==> src/rtl/axil_pkg.sv <==
// Shared AXI4-Lite types and constants for the write-address slave slice.
//   prot_t          : 3-bit AxPROT attribute bundle
//   AXIL_RESP_*     : BRESP/RRESP encodings
//   AXIL_WORD_MASK  : low address bits cleared to form a 32-bit word address
//   axil_resp_for() : response code for an entry given its decode-error flag
package axil_pkg;

    typedef logic [2:0] prot_t;

    localparam logic [1:0] AXIL_RESP_OKAY   = 2'b00;
    localparam logic [1:0] AXIL_RESP_SLVERR = 2'b10;
    localparam logic [1:0] AXIL_RESP_DECERR = 2'b11;

    localparam logic [1:0] AXIL_WORD_MASK = 2'b11;

    // Entries flagged as out of range are answered with DECERR downstream.
    function automatic logic [1:0] axil_resp_for(input logic addr_err);
        return addr_err ? AXIL_RESP_DECERR : AXIL_RESP_OKAY;
    endfunction

endpackage

==> src/rtl/axil_sync_fifo.sv <==
// First-word-fall-through synchronous FIFO with occupancy count.
//   ACLK, ARESETn : clock, asynchronous active-low reset
//   wr_en/wr_data : push request; ignored while full
//   rd_en         : pop request; ignored while empty
//   rd_data       : head entry, forced to 0 while empty
//   rd_valid      : queue non-empty
//   full          : count == DEPTH
//   count         : occupancy 0..DEPTH
module axil_sync_fifo #(
    parameter int WIDTH = 8,
    parameter int DEPTH = 4
) (
    input  logic                     ACLK,
    input  logic                     ARESETn,
    input  logic                     wr_en,
    input  logic [WIDTH-1:0]         wr_data,
    input  logic                     rd_en,
    output logic [WIDTH-1:0]         rd_data,
    output logic                     rd_valid,
    output logic                     full,
    output logic [$clog2(DEPTH):0]   count
);
    localparam int PTR_W = $clog2(DEPTH);
    localparam int CNT_W = PTR_W + 1;
    localparam logic [CNT_W-1:0] FULL_COUNT = CNT_W'(DEPTH);

    logic [WIDTH-1:0] mem_reg [DEPTH];
    logic [PTR_W-1:0] wr_ptr_reg;
    logic [PTR_W-1:0] rd_ptr_reg;
    logic [CNT_W-1:0] count_reg;
    logic [CNT_W-1:0] count_next;
    logic             push;
    logic             pop;

    assign full     = (count_reg == FULL_COUNT);
    assign rd_valid = (count_reg != '0);
    assign push     = wr_en && !full;
    assign pop      = rd_en && rd_valid;

    // Head is read combinationally; zeroed while empty so reset shows 0.
    assign rd_data = rd_valid ? mem_reg[rd_ptr_reg] : '0;
    assign count   = count_reg;

    always_comb begin
        count_next = count_reg;
        case ({push, pop})
            2'b10:   count_next = count_reg + 1'b1;
            2'b01:   count_next = count_reg - 1'b1;
            default: count_next = count_reg;
        endcase
    end

    // Storage carries no reset; occupancy alone decides what is valid.
    always_ff @(posedge ACLK) begin
        if (push) begin
            mem_reg[wr_ptr_reg] <= wr_data;
        end
    end

    // Pointers wrap naturally because DEPTH is a power of two.
    always_ff @(posedge ACLK or negedge ARESETn) begin
        if (!ARESETn) begin
            wr_ptr_reg <= '0;
            rd_ptr_reg <= '0;
            count_reg  <= '0;
        end else begin
            if (push) wr_ptr_reg <= wr_ptr_reg + 1'b1;
            if (pop)  rd_ptr_reg <= rd_ptr_reg + 1'b1;
            count_reg <= count_next;
        end
    end

endmodule

==> src/rtl/axil_aw_slave_fifo.sv <==
// AXI4-Lite write-address channel slave with a DEPTH-entry FWFT queue.
// Accepted addresses are word-aligned and queued with AWPROT (and, when
// AXIL_AW_RANGE_CHECK_EN is defined, a per-entry out-of-window flag).
//   ACLK, ARESETn          : clock, asynchronous active-low reset
//   AWVALID/AWADDR/AWPROT  : master address channel inputs
//   AWREADY                : slave ready, from registered state only
//   o_addr_valid/o_addr/o_prot/o_addr_err : queue head
//   i_addr_ready           : consumer pop strobe
//   o_count                : queue occupancy
// Optional feature macro: AXIL_AW_RANGE_CHECK_EN (range check on push).
module axil_aw_slave_fifo
    import axil_pkg::*;
#(
    parameter int                    ADDR_WIDTH = 32,
    parameter int                    DEPTH      = 4,
    parameter logic [ADDR_WIDTH-1:0] BASE_ADDR  = '0,
    parameter logic [ADDR_WIDTH:0]   RANGE_SIZE = 'h1000
) (
    input  logic                    ACLK,
    input  logic                    ARESETn,
    input  logic                    AWVALID,
    input  logic [ADDR_WIDTH-1:0]   AWADDR,
    input  logic [2:0]              AWPROT,
    output logic                    AWREADY,
    output logic                    o_addr_valid,
    output logic [ADDR_WIDTH-1:0]   o_addr,
    output logic [2:0]              o_prot,
    output logic                    o_addr_err,
    input  logic                    i_addr_ready,
    output logic [$clog2(DEPTH):0]  o_count
);
    localparam logic [ADDR_WIDTH-1:0] WORD_MASK_EXT = ADDR_WIDTH'(AXIL_WORD_MASK);
`ifdef AXIL_AW_RANGE_CHECK_EN
    localparam int ENTRY_W = ADDR_WIDTH + 3 + 1;
`else
    localparam int ENTRY_W = ADDR_WIDTH + 3;
`endif

    // Elaboration-time parameter legality checks.
    if (ADDR_WIDTH < 12 || ADDR_WIDTH > 64) begin : g_bad_addr_width
        $error("ADDR_WIDTH must be in 12..64");
    end
    if (DEPTH < 2 || (DEPTH & (DEPTH - 1)) != 0) begin : g_bad_depth
        $error("DEPTH must be a power of two >= 2");
    end
    if (RANGE_SIZE == '0 || (RANGE_SIZE & (RANGE_SIZE - 1'b1)) != '0) begin : g_bad_range
        $error("RANGE_SIZE must be a non-zero power of two");
    end
    if (BASE_ADDR[1:0] != 2'b00) begin : g_bad_base
        $error("BASE_ADDR must be word aligned");
    end

    logic               rst_done_reg;
    logic               push;
    logic               fifo_full;
    logic [ENTRY_W-1:0] push_entry;
    logic [ENTRY_W-1:0] head_entry;
    prot_t              head_prot;

    // AWREADY rises one edge after reset release, then tracks space only.
    always_ff @(posedge ACLK or negedge ARESETn) begin
        if (!ARESETn) rst_done_reg <= 1'b0;
        else          rst_done_reg <= 1'b1;
    end

    assign AWREADY = rst_done_reg && !fifo_full;
    assign push    = AWVALID && AWREADY;

`ifdef AXIL_AW_RANGE_CHECK_EN
    logic [ADDR_WIDTH-1:0] addr_offset;
    logic                  push_err;

    // Wrapping subtraction: addresses below BASE_ADDR land far above the window.
    assign addr_offset = AWADDR - BASE_ADDR;
    assign push_err    = ({1'b0, addr_offset} >= RANGE_SIZE);
    assign push_entry  = {push_err, AWPROT, AWADDR & ~WORD_MASK_EXT};
    assign o_addr_err  = head_entry[ENTRY_W-1];
`else
    assign push_entry  = {AWPROT, AWADDR & ~WORD_MASK_EXT};
    assign o_addr_err  = 1'b0;
`endif

    assign head_prot = head_entry[ADDR_WIDTH +: 3];
    assign o_prot    = head_prot;
    assign o_addr    = head_entry[ADDR_WIDTH-1:0];

    axil_sync_fifo #(
        .WIDTH (ENTRY_W),
        .DEPTH (DEPTH)
    ) u_fifo (
        .ACLK     (ACLK),
        .ARESETn  (ARESETn),
        .wr_en    (push),
        .wr_data  (push_entry),
        .rd_en    (i_addr_ready),
        .rd_data  (head_entry),
        .rd_valid (o_addr_valid),
        .full     (fifo_full),
        .count    (o_count)
    );

endmodule

==> config.mk <==
export PLATFORM = sky130hd
export DESIGN_NAME = axil_aw_slave_fifo
export DESIGN_NICKNAME = d
export VERILOG_FILES = /design/src/rtl/axil_pkg.sv /design/src/rtl/axil_sync_fifo.sv /design/src/rtl/axil_aw_slave_fifo.sv
export SDC_FILE = /design/constraint.sdc
export NUM_CORES = 1
export LEC_CHECK = 0
export CAP_MARGIN = 20
export CORE_MARGIN = 1
export CORE_UTILIZATION = 49
export CTS_CLUSTER_DIAMETER = 150
export DETAILED_ROUTE_END_ITERATION = 12
export PLACE_DENSITY = 0.77
export RECOVER_POWER = 50
export SYNTH_ARGS = -nofsm -noshare
export SYNTH_HDL_FRONTEND = slang
export SYNTH_SLANG_ARGS = --single-unit
==> constraint.sdc <==
create_clock -name ACLK -period 2.05 [get_ports ACLK]
set_clock_uncertainty 0.2 [all_clocks]
set_input_delay 0.41 -clock ACLK [delete_from_list [all_inputs] [get_ports ACLK]]
set_output_delay 0.41 -clock ACLK [all_outputs]
set_load 0.02 [all_outputs]
## Yosys cells after proc, flatten, opt, wreduce, memory -nomap -nowiden

Memories as Yosys holds them, arrays and structs flattened.
Index checks and enable logic that the tools add are counted.

| cells by class | value |
|---|---|
| mux-type cells | 4 |
| magnitude comparators | 0 |
| $mul | 0 |
| eq/ne operators | 3 |
| add/sub/neg operators | 4 |
| bitwise logic cells | 0 |
| shifts and indexed selects | 0 |
| divide/modulo/power cells | 0 |
| reduce and logical (&&, ||, !) cells | 7 |

Operators by type and width:

| kind | number |
|---|---|
| 35-bit two-way mux | 1 |
| 3-bit case mux with 2 select lines | 1 |
| 2-bit by 1-bit adder with 2-bit output (second input constant) | 2 |
| 1-bit logical AND | 4 |
| 3-bit by 1-bit adder with 3-bit output (second input constant) | 1 |
| 3-bit == test (second input constant) | 1 |
| 3-bit nonzero test | 1 |
| 3-bit by 1-bit subtractor with 3-bit output (second input constant) | 1 |
| 2-bit by 1-bit == test with 1-bit output (second input constant) | 1 |
| 2-bit == test (second input constant) | 1 |
| 1-bit two-way mux | 2 |
| 2-bit nonzero test | 1 |
| 1-bit zero test | 1 |

| storage, ports and cells | value |
|---|---|
| memories kept | 1 |
| flip-flop bits (word level) | 8 |
| RAM bits | 132 |
| latch bits | 0 |
| bits in read-only memories | 0 |
| input port bits | 39 |

Memory list:

| memory | words | bits a word | read ports | clocked after Yosys merged registers in | write ports | RTL line | RTL |
|---|---|---|---|---|---|---|---|
| u_fifo.mem_reg | 4 | 33 | 1 | 0 | 1 | axil_sync_fifo.sv:27 | `logic [WIDTH-1:0] mem_reg [DEPTH];` |

## Depth between registers and ports, before layout

| logic depth | value |
|---|---|
| word-level depth | 7 |
| mapped depth | 9 |
| gate-level depth less buffers | 9 |

## Cells and area by module

Synthesis repeated with hierarchy kept, for this count alone.

| unflattened totals | value |
|---|---|
| cell total of the unflattened synthesis | 265 |
| area, all modules | 5,814.3 um^2 |

Modules (own cells, without submodules):

| module | times used | area an instance (um^2) | cells an instance |
|---|---|---|---|
| axil_sync_fifo | 1 | 5,759.3 | 259 |
| axil_aw_slave_fifo | 1 | 55.1 | 6 |

## Worst setup path after synthesis

No wires, ideal clock.

| path | value |
|---|---|
| path kind | register to register |
| start point | register u_fifo.count_reg[0] (netlist: u_fifo.count[0]) |
| end point | memory u_fifo.mem_reg[0][0] (netlist bit) (enable) |
| cell stages (with the launch flop) | 4 |
| arrival | 1,815 ps |
| library setup time | 393 ps |
| slack | -358 ps |
| clock period less this slack | 2,408 ps |
| cells stage by stage | dfrtp_1 > nor2_1 > a21oi_1 > and2_1 |

| between the ends | value |
|---|---|
| cells in the longest elaborated chain, start to end | 7 |

RTL lines:

| item | RTL line | RTL |
|---|---|---|
| start: declaration | axil_sync_fifo.sv:30 | `logic [CNT_W-1:0] count_reg;` |
| start signal: assignment | axil_sync_fifo.sv:69 | `count_reg <= count_next;` |
| 3-bit == test (*) | axil_sync_fifo.sv:35 | `assign full = (count_reg == FULL_COUNT);` |
| 1-bit zero test (*) | axil_sync_fifo.sv:37, axil_aw_slave_fifo.sv:66 |  |
| 1-bit logical AND | axil_aw_slave_fifo.sv:66 | `assign AWREADY = rst_done_reg && !fifo_full;` |
| 1-bit logical AND | axil_aw_slave_fifo.sv:67 | `assign push = AWVALID && AWREADY;` |
| 1-bit logical AND (*) | axil_sync_fifo.sv:37 | `assign push = wr_en && !full;` |
| 1-bit two-way mux (*) | axil_sync_fifo.sv:55 | `if (push) begin` |
| 1-bit two-way mux (implied by the code) (*) | axil_sync_fifo.sv:56 | `mem_reg[wr_ptr_reg] <= wr_data;` |
| end: declaration | axil_sync_fifo.sv:27 |  |

Mark *: on every way between the ends. The rest lies on a longest branch, timed or not.

## Final worst setup path

| path | value |
|---|---|
| start point | register u_fifo.rd_ptr_reg[0] |
| end point | output o_addr[13] |

| between the ends | value |
|---|---|
| cells in the longest elaborated chain, start to end | 2 |

RTL lines:

| item | RTL line | RTL |
|---|---|---|
| start: declaration | axil_sync_fifo.sv:29 | `logic [PTR_W-1:0] rd_ptr_reg;` |
| start signal: assignment | axil_sync_fifo.sv:68 | `if (pop) rd_ptr_reg <= rd_ptr_reg + 1'b1;` |
| memory read 4 x 33 bit | - |  |
| 35-bit two-way mux | axil_sync_fifo.sv:41 | `assign rd_data = rd_valid ? mem_reg[rd_ptr_reg] : '0;` |
| end: declaration | axil_aw_slave_fifo.sv:26 | `output logic [ADDR_WIDTH-1:0] o_addr,` |

No other way between the ends.

==> key figures <==
Cells and area
  – Post-Layout Inst Area: 7580 µm²
  – Layout cells sized above 1: 46.1%
  – Final nets: 419
  – Most frequent cells in the layout: edfxtp_1 (132), dlygate4sd3_1 (35), buf_6 (35)
  – Most common cell after layout, fill and taps aside: edfxtp_1
  – Synth-to-Final Area Change: 37.5%
  – Layout Cells excl Fill: 525
  – Layout Utilization: 69.6%
  – Max reg flops: 132

Timing
  – Fmax: 371 MHz
  – Setup TNS: -19.29 ns
  – Period utilisation layout: 132%
  – # setup viols final: 36
  – Unrepaired setup endpoints after global routing: true
  – Min cycle time layout: 2.70 ns
  – Pins over their slew limit: 0
  – Final worst slack: -0.647 ns
  – Hold_ws: 0.392 ns
  – Hold Fails Final Rpt: 0

Place
  – Placement Cell Area: 6670 µm²
  – HPWL Detailed: 6130 µm
  – Placement Setup Slack: -0.443 ns
  – I/O Buffers: 74
  – GPL Wtd Cong: 0.696
  – DP Cell Count: 483

Logic synthesis
  – Syn_area_per_cell: 21.5 µm²
  – #FFs+latches synth: 140
  – Synth cell types: 24
  – Sequential area share after synthesis: 75.5%
  – Synth area leader: edfxtp_1
  – Yosys top cell area share: 71.9%
  – Synth top area cells: edfxtp_1 (72%), mux4_2 (11%), and2_1 (4.3%)
  – Post-Syn Instances: 256
  – Cell Area, Synth: 5510 µm²
  – Yosys warns: 0

Job
  – Max cap viols: 0

Clocking
  – Clk root buf: clkbuf_8
  – CTS buffer count: 17
  – Worst-skew pair later-pin latency: 0.51 ns
  – Clk slew on worst S/H paths: 0.06 ns
  – H-tree depth: 4
  – Clock Path Buffers: 2
  – CTS tree: built
  – CTS sink cnt: 140

Setup path
  – Critical path's most frequent cell: buf_12
  – Critical path data required time: 1.44 ns
  – CP max stage cell: mux4_2
  – Kind of critical path: flip-flop to primary output
  – Worst path bufs/invs: 4
  – Delay-heaviest family, CP: buffers and inverters
  – CP Capture Type: primary output
  – Crit-path max FO: 5
  – Critical path arrival: 2.09 ns
  – Setup crit start kind: flip-flop
  – CP cell instances: buf_12, buf_12, buf_16, mux4_2, and2_4, buf_6
  – Critical Path Max Stage Delay: 0.48 ns

Detailed routing
  – Vias/cell: 5.21
  – Vias post-DR: 2,735
  – Residual DRC: 0
  – Detail Route Antenna Nets: 0
  – Routed WL per cell: 19.9 µm
  – Final WL: 10,500 µm
  – Drt pass-1 iters: 4
  – Iter 0 DRT Violations: 111

Floorplanning
  – Rows: 38
  – Die Y: 108 µm
  – Top-Level Pins: 80
  – Chip width: 108 µm
  – Die Footprint: 11,700 µm²
  – Core footprint: 10,900 µm²
  – Initial Utilization: 50.6%

Global route
  – Initial antenna violation count: 1
  – First-pass GRT wire length: 15,700 µm
  – GR Util All Layers: 19.5%
  – Total gr overflow: 0
  – Via count of the first global-routing pass: 2,859
  – Largest net degree at the start of global routing: 20

Pwr
  – Power consumption: 11.9 mW
  – Max VDD drop: 0.784 mV
  – Static Leakage: 2.73 nW
  – P per Cell Area: 1570 nW/µm²

Hold path
  – Worst Hold Class: flip-flop to flip-flop

Run status
  – Failing checks: setup timing
  – Status: finished, violations left
layer usage:
metal	share of wire [%]	wire, µm	vias to the layer above	track usage, %
li1	-	-	1233	-
met1	43	4470	1396	24.9
met2	51	5350	89	31.7
met3	4.4	463	17	4.94
met4	1.8	189	0	8.51
met5	0	0	-	0
cells by family after synthesis:
logic type	share of synthesized area, %
buffers and inverters	2.75
DFF	75.5
muxes	14.0
and+or+nand+nor	4.79
AOI/OAI and AO/OA	0.318
adders and majority gates	1.50
xor gates and xnor gates	0.953
other	0.136
synthesized netlist by cell type, drive strengths merged:
cell type / number
xnor2: 3
and2: 38
o21ai: 1
mux4: 33
dfrtp: 8
ha: 5
fa: 1
edfxtp: 132
a21oi: 1
nor2: 2
clkbuf: 4
a21boi: 1
nand2: 2
conb: 2
mux2: 1
inv: 6
xor2: 3
buf: 11
nand3: 1
or3: 1
worst paths after layout:
kind	from	endpoint	slack, ns	cells after the start
worst max-delay path	u_fifo.rd_ptr_reg[0]	o_addr[13]	-0.65	6
worst min-delay path	u_fifo.wr_ptr_reg[1]	u_fifo.wr_ptr_reg[1]	0.39	1
worst max register to register	u_fifo.count[2]	u_fifo.count[2]	-0.24	10
worst min register to register	u_fifo.wr_ptr_reg[1]	u_fifo.wr_ptr_reg[1]	0.39	1
max in group asynchronous	ARESETn	u_fifo.count[2]	0.74	2
min in group asynchronous	ARESETn	rst_done_reg	0.60	2
layout make-up:
type                       instances  area (µm²)
fill                             670        3310
timing repair buffer             112        1300
multi-input combinational         97        1300
antenna                            1        2.50
sequential                       140        4170
inverter                           6        22.5
tap                              140         175
clock buffer                      17         414
clock inverter                    12         198
worst reg2reg max path: stages, from the launching register on:
cell	delay, ns
dfrtp_2	0.40
or3_4	0.43
buf_8	0.16
buf_6	0.12
and2_4	0.14
ha_4	0.16
inv_2	0.05
fa_2	0.18
xor2_1	0.14
nor2_1	0.06
xor2_1	0.13
power by group:
part | internal (mW) | leakage, nW | total, mW | switching [mW]
Clock | 2.07 | 0.296 | 3.15 | 1.08
Sequential | 3.51 | 1.29 | 3.64 | 0.130
Combinational | 2.91 | 1.15 | 5.13 | 2.22
Total | 8.49 | 2.73 | 11.9 | 3.43
timing repair:
item / in CTS / in global routing
setup endpoints to repair: 40 / 37
pin swaps: 17 / 3
resized for setup: 248 / 9
buffers inserted: 6 / 3
hold buffers: 1 / 0
gates cloned: 5 / 0
endpoints found under the hold margin: 8 / 0
Note: power is estimated with default switching activity, not from simulation.
